[src/rtl/rvlab_clken_seq.sv]
// Lock-aware reset sequencer and per-channel clock-enable generator.
// Waits for a stable MMCM lock, releases channel resets in a staggered order, then emits divided enable strobes.
module rvlab_clken_seq #(
  parameter int N_CH          = 4,
  parameter int DIV_W         = 8,
  parameter int STABLE_CYCLES = 1024,
  parameter int RST_HOLD      = 16
) (
  input  logic                    clk_i,
  input  logic                    rst_i,
  input  logic                    locked_i,
  input  logic [N_CH*DIV_W-1:0]   div_i,
  input  logic [N_CH*DIV_W-1:0]   phase_i,
  input  logic                    sync_i,
  output logic [N_CH-1:0]         rst_o,
  output logic [N_CH-1:0]         ce_o,
  output logic                    ready_o,
  output logic [7:0]              lock_loss_cnt_o
);

  localparam int STAB_W   = $clog2(STABLE_CYCLES);
  localparam int REL_LAST = N_CH * RST_HOLD - 1;
  localparam int REL_W    = (REL_LAST > 0) ? $clog2(REL_LAST + 1) : 1;

  localparam logic [STAB_W-1:0] STAB_LAST  = STAB_W'(STABLE_CYCLES - 1);
  localparam logic [REL_W-1:0]  REL_LAST_V = REL_W'(REL_LAST);

  typedef enum logic [1:0] {
    S_WAIT_LOCK,
    S_RELEASE,
    S_RUN
  } state_t;

  state_t state_q;
  state_t state_d;

  logic                         lock_meta;
  logic                         locked_s;
  logic [STAB_W-1:0]            stab_cnt;
  logic [REL_W-1:0]             rel_cnt;
  logic [N_CH-1:0][DIV_W-1:0]   div_q;
  logic [N_CH-1:0][DIV_W-1:0]   phase_q;
  logic [N_CH-1:0][DIV_W-1:0]   div_fix;
  logic [N_CH-1:0][DIV_W-1:0]   phase_fix;
  logic [N_CH-1:0][DIV_W-1:0]   cnt_q;
  logic [N_CH-1:0][DIV_W-1:0]   cnt_d;
  logic [N_CH-1:0]              rst_q;
  logic [N_CH-1:0]              ce_q;
  logic [N_CH-1:0]              ce_d;
  logic [7:0]                   loss_cnt;
  logic                         enter_release;
  logic                         lock_lost;

  assign enter_release = (state_q == S_WAIT_LOCK) && locked_s && (stab_cnt == STAB_LAST);
  assign lock_lost     = (state_q != S_WAIT_LOCK) && !locked_s;

  // locked_i is asynchronous to clk_i; two flops before anything looks at it
  always_ff @(posedge clk_i) begin
    if (rst_i) begin
      lock_meta <= 1'b0;
      locked_s  <= 1'b0;
    end else begin
      lock_meta <= locked_i;
      locked_s  <= lock_meta;
    end
  end

  always_ff @(posedge clk_i) begin
    if (rst_i) begin
      state_q <= S_WAIT_LOCK;
    end else begin
      state_q <= state_d;
    end
  end

  always_comb begin
    state_d = state_q;
    case (state_q)
      S_WAIT_LOCK: begin
        if (enter_release) begin
          state_d = S_RELEASE;
        end
      end
      S_RELEASE: begin
        if (!locked_s) begin
          state_d = S_WAIT_LOCK;
        end else if (!rst_q[N_CH-1]) begin
          state_d = S_RUN;
        end
      end
      S_RUN: begin
        if (!locked_s) begin
          state_d = S_WAIT_LOCK;
        end
      end
      default: state_d = S_WAIT_LOCK;
    endcase
  end

  always_comb begin
    ready_o         = (state_q == S_RUN);
    rst_o           = rst_q;
    ce_o            = ce_q;
    lock_loss_cnt_o = loss_cnt;
  end

  // Any synchronised drop while waiting restarts the stable window
  always_ff @(posedge clk_i) begin
    if (rst_i || (state_q != S_WAIT_LOCK) || !locked_s || enter_release) begin
      stab_cnt <= '0;
    end else begin
      stab_cnt <= stab_cnt + 1'b1;
    end
  end

  always_ff @(posedge clk_i) begin
    if (rst_i || (state_q != S_RELEASE)) begin
      rel_cnt <= '0;
    end else if (rel_cnt != REL_LAST_V) begin
      rel_cnt <= rel_cnt + 1'b1;
    end
  end

  // A zero divide behaves as divide-by-one; an out-of-range phase clamps to the last count
  always_comb begin
    div_fix   = '0;
    phase_fix = '0;
    for (int k = 0; k < N_CH; k++) begin
      div_fix[k] = (div_i[k*DIV_W +: DIV_W] == '0) ? DIV_W'(1) : div_i[k*DIV_W +: DIV_W];
      phase_fix[k] = (phase_i[k*DIV_W +: DIV_W] >= div_fix[k]) ? (div_fix[k] - DIV_W'(1))
                                                               : phase_i[k*DIV_W +: DIV_W];
    end
  end

  always_ff @(posedge clk_i) begin
    if (rst_i) begin
      div_q   <= '0;
      phase_q <= '0;
    end else if (enter_release) begin
      div_q   <= div_fix;
      phase_q <= phase_fix;
    end
  end

  always_ff @(posedge clk_i) begin
    if (rst_i || (state_d == S_WAIT_LOCK)) begin
      rst_q <= '1;
    end else if (state_q == S_RELEASE) begin
      for (int k = 0; k < N_CH; k++) begin
        if (rel_cnt == REL_W'((k + 1) * RST_HOLD - 1)) begin
          rst_q[k] <= 1'b0;
        end
      end
    end
  end

  // The strobe is computed from the next count so it lines up with the count it matches
  always_comb begin
    cnt_d = '0;
    ce_d  = '0;
    for (int k = 0; k < N_CH; k++) begin
      if ((state_q == S_RUN) && (state_d == S_RUN) && !sync_i) begin
        cnt_d[k] = (cnt_q[k] == (div_q[k] - DIV_W'(1))) ? '0 : (cnt_q[k] + DIV_W'(1));
      end
      ce_d[k] = (state_d == S_RUN) && (cnt_d[k] == phase_q[k]);
    end
  end

  always_ff @(posedge clk_i) begin
    if (rst_i) begin
      cnt_q <= '0;
      ce_q  <= '0;
    end else begin
      cnt_q <= cnt_d;
      ce_q  <= ce_d;
    end
  end

  always_ff @(posedge clk_i) begin
    if (rst_i) begin
      loss_cnt <= '0;
    end else if (lock_lost && (loss_cnt != 8'hFF)) begin
      loss_cnt <= loss_cnt + 8'd1;
    end
  end

endmodule

[config.mk]
export PLATFORM = sky130hd
export DESIGN_NAME = rvlab_clken_seq
export DESIGN_NICKNAME = d
export VERILOG_FILES = /design/src/rtl/rvlab_clken_seq.sv
export SDC_FILE = /design/constraint.sdc
export NUM_CORES = 1
export LEC_CHECK = 0
export ABC_AREA = 1
export CAP_MARGIN = 20
export CORE_MARGIN = 2
export CORE_UTILIZATION = 52
export DETAILED_ROUTE_END_ITERATION = 8
export PLACE_DENSITY = 0.77
export REMOVE_ABC_BUFFERS = 1
export SLEW_MARGIN = 20
export SYNTH_ARGS = -nofsm -noshare
export SYNTH_HDL_FRONTEND = slang
export SYNTH_SLANG_ARGS = --single-unit
[constraint.sdc]
create_clock -name clk_i -period 2 [get_ports clk_i]
set_input_delay 0.3 -clock clk_i [delete_from_list [all_inputs] [get_ports clk_i]]
set_output_delay 0.3 -clock clk_i [all_outputs]
set_load 0.01 [all_outputs]
Word level (Yosys, flattened, before mapping) --
Cells that the tools add are included.
Storage, ports and cells: register bits after elaboration 132, logic and storage cells 110
Operators by class: add/sub/neg operators 15, order comparisons 4, equality and inequality tests 19, mux-type cells 21, reductions and logical operators 28
Operators with widths (count):
- 8-bit two-way mux | 16
- 8-bit equality test | 8
- 8-bit by 1-bit subtractor with 8-bit output (second input constant) | 8
- 8-bit by 1-bit adder with 8-bit output (second input constant) | 5
- 8-bit greater-or-equal comparator | 4
- 8-bit zero test | 4
- 6-bit equality test (second input constant) | 2
- 10-bit by 1-bit adder with 10-bit output (second input constant) | 1
- 10-bit equality test (second input constant) | 1
- 1-bit logical AND | 10
- 2-bit two-way mux | 4
- 8-bit != test (second input constant) | 1
- 2-bit AND reduction | 4
- 6-bit by 1-bit adder with 6-bit output (second input constant) | 1
- 6-bit by 4-bit equality test with 1-bit output (second input constant) | 1
- 6-bit by 5-bit equality test with 1-bit output (second input constant) | 1
- 6-bit != test (second input constant) | 1
- 2-bit one-hot mux with 3 select lines | 1
- 1-bit logical OR | 5
- 2-bit equality test (second input constant) | 2
- 2-bit zero test | 2
- 2-bit by 1-bit equality test with 1-bit output (second input constant) | 1
- 1-bit zero test | 2
- 2-bit by 1-bit != test with 1-bit output (second input constant) | 1
- 2-bit nonzero test | 1

Logic depth before layout (Yosys ltp) --
depth in word-level cells 11, gate-level depth with buffers 17, mapped depth without buffers 17

Worst setup path before layout --
OpenSTA, ideal clock, no wires.
kind input port to flip-flop, start point input port div_i[19], end point register phase_q[17] in the netlist's numbering, library setup time 56 ps, arrival 2051 ps, setup slack -108 ps, cell stages on the path 17, buffers on the path 1, cell sequence inv_1 nand2_1 nor3_1 nand2_1 o21bai_1 ha_1 inv_1 a21oi_1 o21ai_0 nand2_1 nand3_1 clkbuf_1 a21oi_1 o21ai_0 o21ai_0 nand2_1 inv_1
RTL lines:
- from (decl) | line 12 | input logic [N_CH*DIV_W-1:0] div_i,
- to (signal assigned) | line 141 | phase_q <= phase_fix;
- to (decl) | line 42 | logic [N_CH-1:0][DIV_W-1:0] phase_q;

Final worst setup path --
start point register div_q[1] in the netlist's numbering, end point register ce_q[0], in the netlist ce_o[0]
Between the ends: longest elaborated chain between the ends 6
RTL lines:
- from (decl) | line 41 | logic [N_CH-1:0][DIV_W-1:0] div_q;
- from (signal assigned) | line 140 | div_q <= div_fix;
- 8-bit by 1-bit subtractor with 8-bit output | line 163 | cnt_d[k] = (cnt_q[k] == (div_q[k] - DIV_W'(1))) ? '0 : (cnt_q[k] + DIV_W'(1));
- 8-bit equality test | line 163
- 8-bit two-way mux | line 163
- 8-bit two-way mux | line 162 | if ((state_q == S_RUN) && (state_d == S_RUN) && !sync_i) begin
- 8-bit equality test | line 165 | ce_d[k] = (state_d == S_RUN) && (cnt_d[k] == phase_q[k]);
- 1-bit logical AND | line 165
- to (signal assigned) | line 172 | ce_q <= '0;
- to (signal assigned) | line 175 | ce_q <= ce_d;
- to (decl) | line 48 | logic [N_CH-1:0] ce_q;
No other way between the ends. A chain may end at the register's enable or synchronous reset.

==> reports/metrics.csv <==
stage,metric,value,unit
run_status,outcome,completed,
setup_path,r2r_slack,0.03,ns
grt,grt_max_degree,34,
yosys,synth_top_family_by_area,simple AND/OR/NAND/NOR gates,
power,p_per_area,589,nW/um2
finish,mostFrequentLayoutCells,"nand2_1 (222), inv_1 (178), buf_4 (141), nor2_1 (127), dfxtp_1 (121)",
finish,fin_cells,1696,
setup_path,cp_cell_sequence,inv_2 > ha_4 > or2_4 > nand3_2 > nor2_2 > nand2_2 > nor2_4 > nand3_4 > nand3_4 > xor2_2 > nand3_2 > nor2_2,
floorplanning,design.portCount,85,
yosys,yosys.area_share.simple,0.284,
sta,hold_viol,0,
power,power_leakage,5.64,nW
setup_path,cp_top_family,simple AND/OR/NAND/NOR gates,
sta,max_slew_margin,0.723,
power,finalPower,6.88,mW
clock_network,root_buffer,clkbuf_16,
clock_network,numClockSinks,132,
min_path,hold_path_class,input pin to register,
setup_path,slowest_stage,dfxtp_2,
sta,rsz0062_at_grt,true,
setup_path,cp_num_buf_inv,1,
detailed_routing,drtAntennaViolNets,0,
place,port_buffers,84,
yosys,synth_compound_area_frac,0.131,
min_path,hold_depth,4,
setup_path,cp.required,2.36,ns
finish,area_growth,41.3,%
finish,fin_nets,1583,
sta,setup_viol,0,
yosys,synth.area.mux_share,0,
yosys,synthAdderAreaFrac,0.0712,
power,internal_power,5.32,mW
clock_network,insertion_delay,0.42,ns
finish,final_common_cell,nand2_1,
detailed_routing,first_pass_iters,5,
sta,drv_slew,0,
sta,layout_min_cycle_time,1.97,ns
floorplanning,dieArea,16900,um2
setup_path,cp.arrival,2.33,ns
power,comb_power_share,0.113,
setup_path,reg2reg_depth,12,
setup_path,critical_path.endpoint_type,register,
place,placed_area,10300,um2
grt,grt_pass1_wl,39100,um
setup_path,worstReg2RegEnd,ce_o[0],
power,power.switching,1.56,mW
detailed_routing,post_drt_wl_per_cell,14.9,um
flow_run,drv_cap,0,
sta,fin_skew,0.00525,ns
yosys,synth-xor-area-share,0.0837,
clock_network,cts_tree,done,
yosys,ys_seq_area_frac,0.320,
setup_path,cp_slowest_stage_delay,0.34,ns
clock_network,cts_buffer_depth,2,
floorplanning,fp.dieH,130,um
finish,multi_input_area,5150,um2
setup_path,r2r_start,div_q[1],
yosys,syn_area_per_cell,6.70,um2
clock_network,cts_buffers,17,
detailed_routing,drcViolationCount,0,
floorplanning,std_cell_rows,46,
power,switching_share,0.226,
place,dp_cells,1638,
finish,diodes,0,
grt,antenna_found_initial,0,
setup_path,path_max_fanout,7,
finish,design_area,11700,um2
detailed_routing,drt_iter0_drc,770,
setup_path,worstSetupPathType,register to register,
power,p_seq_frac,0.383,
finish,drive_above_1_share,0.219,
grt,grt_pass1_vias,8522,
finish,seqCellArea,2660,um2
place,dp_hpwl,16900,um
sta,timing.fmax,0.507,GHz
min_path,min-delay-start,div_i[29],
place,gp_congestion,0.887,
clock_network,cts.htree.levels,4,
yosys,syn-cell-area,8260,um2
grt,grt_util_all_layers,0.288,
sta,tightestPinTransition,0.411,ns
sta,fin_setup_tns,0,ns
setup_path,worst_setup_path_start_kind,register,
sta,period_share,0.987,
detailed_routing,vias,9001,
min_path,min_to,div_q[29],
floorplanning,core-area,15700,um2
power,vdd_drop_max,696,uV
detailed_routing,vias_per_cell,5.31,
clock_network,clk_pin_slew,0.06,ns
detailed_routing,wl,25300,um
yosys,synth_cells,1233,
floorplanning,initial_core_util,0.526,
grt,grt_remaining_overflow,0,
yosys,yosysUniqueCellTypes,39,
clock_network,hold_buffers,0,
power,pwr-share-clk,0.504,
floorplanning,die_width,130,um
finish,final.fill_count,1146,
yosys,ys_ff_latch,132,
yosys,ys_warn_count,0,
[cell families after synthesis]
| logic type | after synthesis |
|---|---|
| adders and majority gates | 47 |
| AOI/OAI and AO/OA | 201 |
| and+or+nand+nor | 537 |
| xor gates and xnor gates | 79 |
| DFF | 132 |
| buffers and inverters | 237 |
[worst max-delay path by stage]
stage / startpoint / to / slack, ns / depth (start not counted)
final: div_q[1] / ce_o[0] / 0.03 / 12
after floorplan: locked_s / ce_o[2] / -0.41 / 9
after global routing: div_i[18] / phase_q[17] / -0.17 / 17
after CTS: div_q[0] / ce_o[0] / 0.001 / 14
after detailed placement: div_i[19] / phase_q[18] / -0.63 / 17
after global placement: div_i[18] / phase_q[18] / -0.53 / 17
[cell usage after synthesis]
master	number	share of area
a211oi_1	1	0.00091
a21o_1	1	0.00091
a21oi_1	70	0.042
a31oi_1	3	0.0023
and2_1	1	0.00076
buf_1	1	0.00045
buf_2	9	0.0055
buf_4	2	0.0018
clkbuf_1	18	0.0082
clkbuf_2	1	0.00061
dfxtp_1	132	0.32
ha_1	47	0.071
inv_1	203	0.092
inv_2	3	0.0014
nand2_1	232	0.11
nand2_2	1	0.00076
nand3_1	86	0.052
nand3_2	4	0.0048
nand3b_1	5	0.0045
nand4_1	31	0.023
nor2_1	148	0.067
nor2_2	1	0.00076
nor2_4	2	0.0027
nor3_1	11	0.0067
nor3_2	1	0.0012
nor3b_1	3	0.0027
nor4_1	1	0.00076
nor4_2	1	0.0015
nor4_4	1	0.0026
o211ai_1	10	0.0091
o21a_1	4	0.0036
o21ai_0	92	0.056
o21bai_1	4	0.0036
o22ai_1	13	0.0098
o31ai_1	3	0.0027
or2_1	1	0.00076
or2_2	7	0.0053
xnor2_1	23	0.024
xor2_1	56	0.059
[final cells by class]
cell class,instances,share of cell area
clock buffer,22,0.0406
timing repair buffer,245,0.187
inverter,206,0.0664
clock inverter,9,0.0150
tap,216,0.0231
sequential,132,0.227
multi-input combinational,866,0.441
[registers in the layout (all words and copies together), names as in the netlist]
signal,cells
lock_meta,1
cnt_q,32
rst_o,4
stab_cnt,10
rel_cnt,6
ce_o,4
phase_q,32
state_q,2
lock_loss_cnt_o,8
locked_s,1
div_q,32
[per-stage QoR]
step	worst slack [ns]	util	hold WS, ns
global placement	-0.534	0.656	0.393
detailed placement	-0.625	0.656	0.397
floorplan	-0.408	-	0.369
finish	0.0267	0.743	0.337
CTS	0.00130	0.710	0.346
global route	-0.170	0.743	0.365
[tightest hold or removal path, cell delays in order]
cell	delay, ns
dlymetal6s2s_1	0.12
buf_4	0.13
o21ai_0	0.07
a21oi_1	0.10
[power by group through the flow]
| stage | Sequential [mW] | Clock (mW) | Combinational [mW] |
|---|---|---|---|
| after detailed placement | 2.69 | 0 | 0.671 |
| after global placement | 2.69 | 0 | 0.658 |
| final | 2.63 | 3.46 | 0.780 |
| after CTS | 2.63 | 3.48 | 0.712 |
| after floorplan | 2.69 | 0 | 0.252 |
| after global routing | 2.63 | 3.58 | 0.848 |
[timing repair]
action                                  4_1_cts  5_1_grt
endpoints found under the setup margin       43       73
gates cloned                                  3        5
pin swaps                                    28       61
gates resized for setup                      70      134
setup buffers                                 8       11
[metal layers]
metal / vias to the layer above / track usage / wire length [um]
li1: 4435 / - / -
met5: - / 0 / 0
met2: 332 / 0.500 / 12400
met1: 4162 / 0.354 / 10400
met3: 72 / 0.0603 / 1570
met4: 0 / 0.103 / 833
Note: power is estimated with default switching activity, not from simulation.
